==> src/rtl/mem_arbiter.sv <==
// Round-robin arbiter serialising instruction and data requests onto one RAM.
// Latches each granted request and forces completion if the RAM never answers.
module mem_arbiter #(
  parameter int ADDR_W = 32,
  parameter int DATA_W = 32,
  parameter int TIMEOUT = 16,
  parameter logic [DATA_W-1:0] ERR_WORD = 32'hBAD1BAD1
) (
  input  logic              CLK,
  input  logic              RST,
  input  logic              iREN,
  input  logic [ADDR_W-1:0] iaddr,
  input  logic              dREN,
  input  logic              dWEN,
  input  logic [ADDR_W-1:0] daddr,
  input  logic [DATA_W-1:0] dstore,
  output logic              iwait,
  output logic              dwait,
  output logic [DATA_W-1:0] iload,
  output logic [DATA_W-1:0] dload,
  output logic              ram_ren,
  output logic              ram_wen,
  output logic [ADDR_W-1:0] ram_addr,
  output logic [DATA_W-1:0] ram_store,
  input  logic [DATA_W-1:0] ram_load,
  input  logic              ram_ready,
  output logic              timeout_err
);

  localparam int CNT_W = (TIMEOUT > 2) ? $clog2(TIMEOUT) : 1;

  typedef enum logic [1:0] {
    IDLE,
    IACC,
    DACC
  } state_e;

  state_e            state_q, state_d;
  logic              last_q, last_d;
  logic [CNT_W-1:0]  cnt_q, cnt_d;
  logic [ADDR_W-1:0] addr_q, addr_d;
  logic [DATA_W-1:0] store_q, store_d;
  logic              wr_q, wr_d;
  logic [DATA_W-1:0] iload_q, iload_d;
  logic [DATA_W-1:0] dload_q, dload_d;
  logic              terr_q, terr_d;

  logic              dreq;
  logic              done;
  logic [DATA_W-1:0] rdata;

  assign dreq  = dREN | dWEN;
  assign done  = ram_ready | (cnt_q == CNT_W'(TIMEOUT - 1));
  assign rdata = ram_ready ? ram_load : ERR_WORD;

  always_comb begin
    state_d   = state_q;
    last_d    = last_q;
    cnt_d     = cnt_q;
    addr_d    = addr_q;
    store_d   = store_q;
    wr_d      = wr_q;
    iload_d   = iload_q;
    dload_d   = dload_q;
    terr_d    = terr_q;
    iwait     = iREN;
    dwait     = dreq;
    iload     = iload_q;
    dload     = dload_q;
    ram_ren   = 1'b0;
    ram_wen   = 1'b0;
    ram_addr  = addr_q;
    ram_store = store_q;

    unique case (state_q)
      IDLE: begin
        cnt_d = '0;
        // last_q=0 means instruction was granted last
        if (dreq && (!iREN || !last_q)) begin
          state_d = DACC;
          last_d  = 1'b1;
          addr_d  = daddr;
          store_d = dstore;
          wr_d    = dWEN;
        end else if (iREN) begin
          state_d = IACC;
          last_d  = 1'b0;
          addr_d  = iaddr;
          store_d = dstore;
          wr_d    = 1'b0;
        end
      end
      IACC: begin
        ram_ren = 1'b1;
        dwait   = 1'b1;
        cnt_d   = cnt_q + CNT_W'(1);
        if (done) begin
          state_d = IDLE;
          if (!ram_ready) terr_d = 1'b1;
          if (iREN) begin
            iwait   = 1'b0;
            iload   = rdata;
            iload_d = rdata;
          end
        end
      end
      DACC: begin
        ram_ren = ~wr_q;
        ram_wen = wr_q;
        iwait   = 1'b1;
        cnt_d   = cnt_q + CNT_W'(1);
        if (done) begin
          state_d = IDLE;
          if (!ram_ready) terr_d = 1'b1;
          if (dreq) begin
            dwait = 1'b0;
            if (!wr_q) begin
              dload   = rdata;
              dload_d = rdata;
            end
          end
        end
      end
      default: state_d = IDLE;
    endcase
  end

  assign timeout_err = terr_q;

  always_ff @(posedge CLK) begin
    if (RST) begin
      state_q <= IDLE;
      last_q  <= 1'b0;
      cnt_q   <= '0;
      addr_q  <= '0;
      store_q <= '0;
      wr_q    <= 1'b0;
      iload_q <= '0;
      dload_q <= '0;
      terr_q  <= 1'b0;
    end else begin
      state_q <= state_d;
      last_q  <= last_d;
      cnt_q   <= cnt_d;
      addr_q  <= addr_d;
      store_q <= store_d;
      wr_q    <= wr_d;
      iload_q <= iload_d;
      dload_q <= dload_d;
      terr_q  <= terr_d;
    end
  end

endmodule

==> config.mk <==
export PLATFORM = sky130hd
export DESIGN_NAME = mem_arbiter
export DESIGN_NICKNAME = d
export VERILOG_FILES = /design/src/rtl/mem_arbiter.sv
export SDC_FILE = /design/constraint.sdc
export NUM_CORES = 1
export LEC_CHECK = 0
export CAP_MARGIN = 20
export CORE_ASPECT_RATIO = 1.2
export CORE_MARGIN = 10
export CORE_UTILIZATION = 45
export DETAILED_ROUTE_END_ITERATION = 8
export PLACE_DENSITY = 0.94
export SYNTH_ARGS = -nofsm -noshare
export SYNTH_HDL_FRONTEND = slang
export SYNTH_SLANG_ARGS = --single-unit
==> constraint.sdc <==
create_clock -name CLK -period 4.4 [get_ports CLK]
set_input_delay 1.32 -clock CLK [delete_from_list [all_inputs] [get_ports CLK]]
set_output_delay 1.32 -clock CLK [all_outputs]
set_load 0.01 [all_outputs]
Word-level counts from Yosys, hierarchy flattened:

Cells that the tools add are included.

* reductions and logical operators: 11
* bitwise logic cells: 4
* multiplexer cells: 26
* eq/ne operators: 5
* $add $sub $neg: 1

Operators with widths (number)
* 32-bit two-way mux: 12
* 4-bit case mux with 2 select lines: 1
* 1-bit two-way mux: 6
* 2-bit two-way mux: 3
* 1-bit case mux with 2 select lines: 3
* 4-bit by 1-bit adder with 4-bit output (second input constant): 1
* 4-bit == test (second input constant): 1
* 2-bit case mux with 2 select lines: 1
* 2-bit AND reduction: 2
* 2-bit nonzero test: 2
* 3-bit inequality test (second input constant): 1
* 3-bit AND reduction: 1
* 2-bit by 1-bit == test with 1-bit output (second input constant): 1
* 2-bit == test (second input constant): 1
* 1-bit logical NOT: 2
* 2-bit logical NOT: 1
* 2-bit by 1-bit inequality test with 1-bit output (second input constant): 1
* 1-bit NOT: 2
* 1-bit OR: 2
* 2-bit OR reduction: 1
* 1-bit logical AND: 1
* 1-bit logical OR: 1

* output and inout bits: 133
* bits of input ports: 134
* flip-flop bits (word level): 137

Longest topological paths before layout:

Gate-level depths: netlist of the first run.

* depth after elaboration: 5
* mapped depth: 7

Least setup slack after synthesis of the first run:

OpenSTA, ideal clock, no wires.

* path type: input port to output port
* start point: input port ram_ready
* end point: output port dload[11]
* path slack: 702 ps
* data arrival time: 2378 ps
* stages: 6
* cell sequence: buf_2 > a31o_2 > and3_1 > buf_6 > buf_2 > o22a_1

* longest elaborated chain between the ends: 5
* elaborated cells between the ends (all ways): 6
* those cells by class: 5 x mux; 1 x bitwise

Ends and longest elaborated chain
* start, declared: line 26 `input logic ram_ready,`
* 32-bit two-way mux: line 54 `assign rdata = ram_ready ? ram_load : ERR_WORD;`
* 32-bit two-way mux: line 117 `if (!wr_q) begin`
* 32-bit two-way mux: line 115 `if (dreq) begin`
* 32-bit two-way mux *: line 112 `if (done) begin`
* 32-bit two-way mux *: line 75 `unique case (state_q)`
* end, declared: line 20 `output logic [DATA_W-1:0] dload,`

Every way passes the cells marked *; elsewhere a longest branch is shown, timed or not.

Worst setup path in the final report of the first run:

* start point: input port iREN
* end point: output port iload[13]

* longest elaborated chain between the ends: 3

Ends and longest elaborated chain
* start, declared: line 11 `input logic iREN,`
* 32-bit two-way mux
* 32-bit two-way mux: line 97 `if (done) begin`
* 32-bit two-way mux
* end, declared: line 19 `output logic [DATA_W-1:0] iload,`

No other way between the ends.

==> results.cfg, run 1 <==
[placed_design]
placed_area_um2 = 8730
io_buffers = 266
dp_hpwl_mm = 15.1
gp_congestion = 0.807

[logic_synthesis]
synth_cells = 621
syn_area_um2 = 5850
synth_seq_cells = 137
synth_area_leaders = dfxtp_1 47%, a21oi_1 6.9%, nand2_1 6.2%, mux2i_1 5.8%, o22a_1 5.4%
synth_fp_nets = 760
synth.avg_cell_area_um2 = 9.41
synth_warnings = 0
synth.yosys.seq_area_share_pct = 46.9
synth_cell_types = 42
yosys.area.top_type = dfxtp_1
synth_top_area_share_pct = 46.9

[layout]
final_area_um2 = 9350
area_delta_synth_final_pct = 60.0
drive_gt1_share_pct = 11.0
mostFrequentLayoutCell = clkdlybuf4s50_1
utilization_pct = 73.8
finalNetCount = 1017
final_cell_mix = 230 x clkdlybuf4s50_1, 137 x dfxtp_1, 97 x nand2_1

[hold_path]
hold_path_class = flop to flop

[die]
die_w_um = 124
die_h_um = 145
core_um2 = 12700
pin_count = 267
die-area_um2 = 18000
row_count = 45
start_util_pct = 46.1

[setup_path]
cp-end-kind = output pin
worstPathRequired_ns = 3.08
crit_path_start_kind = input port
crit_top_cell = clkdlybuf4s50_1
slowest_delay_ns = 0.56
cp_max_fo = 18
critical_path_class = input port to output pin
crit_slowest_cell = clkdlybuf4s50_1
arrival_ns = 3.01
crit_chain = clkdlybuf4s50_1, nand2_1, nor2_4, buf_12, o22a_1, clkdlybuf4s50_1

[timing]
hold_violations = 0
clock_skew_ns = 0.0134
relSlewSlack_pct = 51.1
tightestPinTransition_ns = 0.733
finalCritPeriodShare_pct = 98.4
fin_tns_setup_ns = 0
period_minus_slack_ns = 4.33
setup_viol = 0
maxSlewViolCount = 0
fmax_mhz = 231

[job]
maxCapViolCount = 0

[clock_tree]
clk_latency_ns = 0.41
clockRootBuffer = clkbuf_16
cts-buffers-inserted = 17
cts-htree-levels = 4
clock_sinks = 137
clockBufferDepth = 2
cts_hold_buf = 0
cts.reportedPaths.clkPinSlew_ns = 0.05
cts_tree = yes

[route]
drc_errors = 0
vias = 5869
ant_nets = 0
wl_per_cell_um = 19.8
dr.pass1.iters = 5
drt_iter0_drc = 481
routed_wl_mm = 20.8
viasPerCell = 5.56

[global_routing]
grt_pass1_vias = 5851
grt_use_total_pct = 22.1
antenna_found_initial = 0
grt_overflow = 0
grt_max_degree = 72
grt_pass1_wl_mm = 31.3

[outcome]
outcome = finished clean

[power_and_ir_drop]
power_leakage_nw = 3.97
p_per_area_nw_per_um2 = 424
ir_worst_vdd_mv = 0.274
==> registers in the layout (all words and copies together) (netlist names) <==
name / flops
wr_q: 1
cnt_q: 4
iload_q: 32
timeout_err: 1
last_q: 1
ram_store: 32
state_q: 2
dload_q: 32
ram_addr: 32
==> per-stage QoR <==
stage,hold slack [ns],setup WS (ns),total power [mW],cells
final,0.451,0.0701,3.96,1055
after global routing,0.470,-0.000118,4.14,1054
after CTS,0.453,0.00133,3.99,1052
after detailed placement,0.446,-0.105,2.63,1021
after global placement,0.440,-0.0649,2.60,1021
after floorplan,0.460,0.702,2.01,621
==> power by group <==
| part | internal [mW] | leakage (nW) | switching [mW] | total, mW |
|---|---|---|---|---|
| Clock | 0.844 | 0.261 | 0.527 | 1.37 |
| Combinational | 0.584 | 2.59 | 0.546 | 1.13 |
| Sequential | 1.39 | 1.12 | 0.0766 | 1.46 |
| Total | 2.81 | 3.97 | 1.15 | 3.96 |
==> timing repair <==
item	CTS	global route
gates cloned	0	1
resized for setup	24	24
pin swaps	0	1
setup buffers	0	1
endpoints found under the setup margin	38	30
==> cells in the mapped netlist <==
master,n
or2_1,1
and3_4,1
o21ai_1,1
a31oi_1,1
o32ai_1,2
a32oi_1,1
o221a_2,24
nand3_1,4
o31a_1,1
nor2_2,1
a22oi_1,2
nand3b_1,1
and3_1,3
a31oi_2,1
a2bb2oi_1,2
o31ai_2,1
o31ai_1,1
nand2b_1,1
and2_1,1
nand2_1,97
buf_4,4
nand3_2,2
nor2_1,5
dfxtp_1,137
a32o_1,14
nor3_1,1
o221a_1,12
and2b_1,1
a21oi_1,81
a22o_1,14
o21ai_0,48
clkbuf_1,29
o2111ai_1,1
nor2b_1,16
buf_6,7
a31o_2,1
buf_2,20
o22a_1,36
ha_1,5
inv_1,5
mux2i_1,34
o21a_1,1
==> critical path, delay by kind of cell <==
kind	cells	cell delay [ns]
simple gates	2	0.28
compound gates	1	0.17
buf+inv	3	1.24
==> worst paths after layout <==
check | startpoint | endpoint | slack [ns] | depth (start not counted)
worst max-delay path | iREN | iload[13] | 0.07 | 6
worst min-delay path | ram_store[27] | ram_store[27] | 0.45 | 2
worst max register to register | state_q[1] | ram_addr[24] | 2.33 | 6
worst min register to register | ram_store[27] | ram_store[27] | 0.45 | 2
==> layout make-up <==
| class | count | area [um2] |
|---|---|---|
| well taps | 164 | 205 |
| clock inverters | 11 | 124 |
| clock buffers | 20 | 447 |
| fillers | 907 | 3320 |
| flip-flops and latches | 137 | 2740 |
| repair buffers | 298 | 3000 |
| multi-input cells | 419 | 2810 |
| inverters | 5 | 18.8 |
| diodes | 1 | 2.50 |
==> routing by layer <==
| metal | up-vias | share of wire, % | GRT usage, % |
|---|---|---|---|
| met1 | 2791 | 37 | 24.2 |
| met3 | 39 | 8.8 | 8.22 |
| met5 | - | 0 | 0 |
| met4 | 0 | 3.2 | 8.86 |
| li1 | 2809 | - | - |
| met2 | 230 | 51 | 37.5 |
==> cells by family after synthesis <==
kind of cell    count (synthesis)  synth area share, %
compound gates                245                 30.2
flops                         137                 46.9
simple gates                  135                 10.2
buf+inv                        65                 5.76
mux                            34                 5.82
fa+ha+maj                       5                 1.07
Note: power is estimated with default switching activity, not from simulation.
==> run 2: changes to the inputs <==
Settings changed: SKIP_CTS_REPAIR_TIMING set to 1.
==> run 2 against run 1 <==
Critical path depth unchanged. Final area rose by 1.1%. Critical endpoint is now iload[11]. Highest routed layer unchanged. Register-to-register slack barely moved. Maximum frequency fell by 0.81%. Worst hold slack about the same. Largest power group unchanged. Non-clock buffer count grew 1.
==> results.cfg, run 2 (same netlist as run 1, synthesis figures left out) <==
[outcome]
outcome = finished clean

[setup_path]
cp_max_fo = 18
crit_path_start_kind = input port
critical_path_class = input port to output pin
worstPathRequired_ns = 3.08
arrival_ns = 3.05
cp-end-kind = output pin

[timing]
tightestPinTransition_ns = 0.738
clock_skew_ns = 0.00949
maxSlewViolCount = 0
relSlewSlack_pct = 50.8
finalCritPeriodShare_pct = 99.2
setup_viol = 0
whs_ns = 0.452
hold_violations = 0
period_minus_slack_ns = 4.37
fmax_mhz = 229
fin_tns_setup_ns = 0

[clock_tree]
clk_latency_ns = 0.41
cts.reportedPaths.clkPinSlew_ns = 0.05
cts_tree = yes
cts-buffers-inserted = 17
clockBufferDepth = 2
clockRootBuffer = clkbuf_16
clock_sinks = 137
cts-htree-levels = 4

[layout]
finalNetCount = 1018
num_antenna_cells = 0
drive_gt1_share_pct = 11.1
stdcell_count = 1055
area_delta_synth_final_pct = 61.8
final_cell_mix = 230 x clkdlybuf4s50_1, 137 x dfxtp_1, 97 x nand2_1
mostFrequentLayoutCell = clkdlybuf4s50_1
utilization_pct = 74.6

[die]
row_count = 45
die_w_um = 124
core_um2 = 12700
die-area_um2 = 18000
pin_count = 267
die_h_um = 145
start_util_pct = 46.1

[global_routing]
antenna_found_initial = 0
grt.met1_usage_pct = 24.2
grt_use_total_pct = 22.1
grt_use_met2_pct = 37.8
grt_use_met3_pct = 8.22
grt_pass1_vias = 5868
grt_pass1_wl_mm = 31.3
grt_overflow = 0
grt_max_degree = 72
grt.busiest_layer = met2

[route]
drc_errors = 0
drt_iter0_drc = 419
vias = 5884
wl_per_cell_um = 20.1
viasPerCell = 5.58
dr.pass1.iters = 5
routed_wl_mm = 21.2
ant_nets = 0

[placed_design]
dp_hpwl_mm = 15.1
gp_congestion = 0.807
dp.cells = 1021
io_buffers = 266

[power_and_ir_drop]
power_mw = 3.98
power_leakage_nw = 4.27
p_per_area_nw_per_um2 = 421
ir_worst_vdd_mv = 0.273

[hold_path]
hold_path_class = flop to flop

[job]
maxCapViolCount = 0
[run 2: routing by layer]
metal  vias to the layer above  part of all wire (%)  wire, um
li1                       2809                     -         -
met5                         -                     0         0
met4                         0                   2.9       624
met1                      2817                    38      7980
met3                        35                   8.6      1820
met2                       223                    51     10800
[run 2: final timing paths]
kind	from	end	slack [ns]	depth (start not counted)
setup / recovery	iREN	iload[11]	0.03	6
hold / removal	ram_store[27]	ram_store[27]	0.45	2
setup reg to reg	state_q[1]	ram_addr[24]	2.33	6
hold reg to reg	ram_store[27]	ram_store[27]	0.45	2
[run 2: final cells by class]
cell class,count,area [um2]
Fill cell,878,3210
Multi-Input combinational cell,419,2800
Inverter,5,18.8
Timing Repair Buffer,299,3120
Clock buffer,20,447
Sequential cell,137,2740
Clock inverter,11,124
Tap cell,164,205
[run 2: stage by stage]
step / area [um2] / setup slack [ns]
3_5_place_dp: 8730 / -0.105
3_3_place_gp: 8730 / -0.0649
5_1_grt: 9460 / -0.0164
2_1_floorplan: 5850 / 0.702
4_1_cts: 9300 / -0.113
6_report: 9460 / 0.0347
[run 2: worst max-delay path: stages]
cell and delay [ns]:
clkdlybuf4s50_1 0.52, nand2_1 0.12, nor2_4 0.16, buf_12 0.16, o22a_1 0.18, clkdlybuf4s50_1 0.58
[run 2: power by group]
| part | total (mW) | internal [mW] | switching (mW) |
|---|---|---|---|
| logic | 1.15 | 0.598 | 0.550 |
| registers | 1.46 | 1.39 | 0.0765 |
| clock network | 1.37 | 0.844 | 0.525 |
==> run 3: changes to the inputs <==
Settings changed: SLEW_MARGIN set to 20.
==> results of run 3 <==
No change in the layout: final DEF, timing and power equal those of run 2.
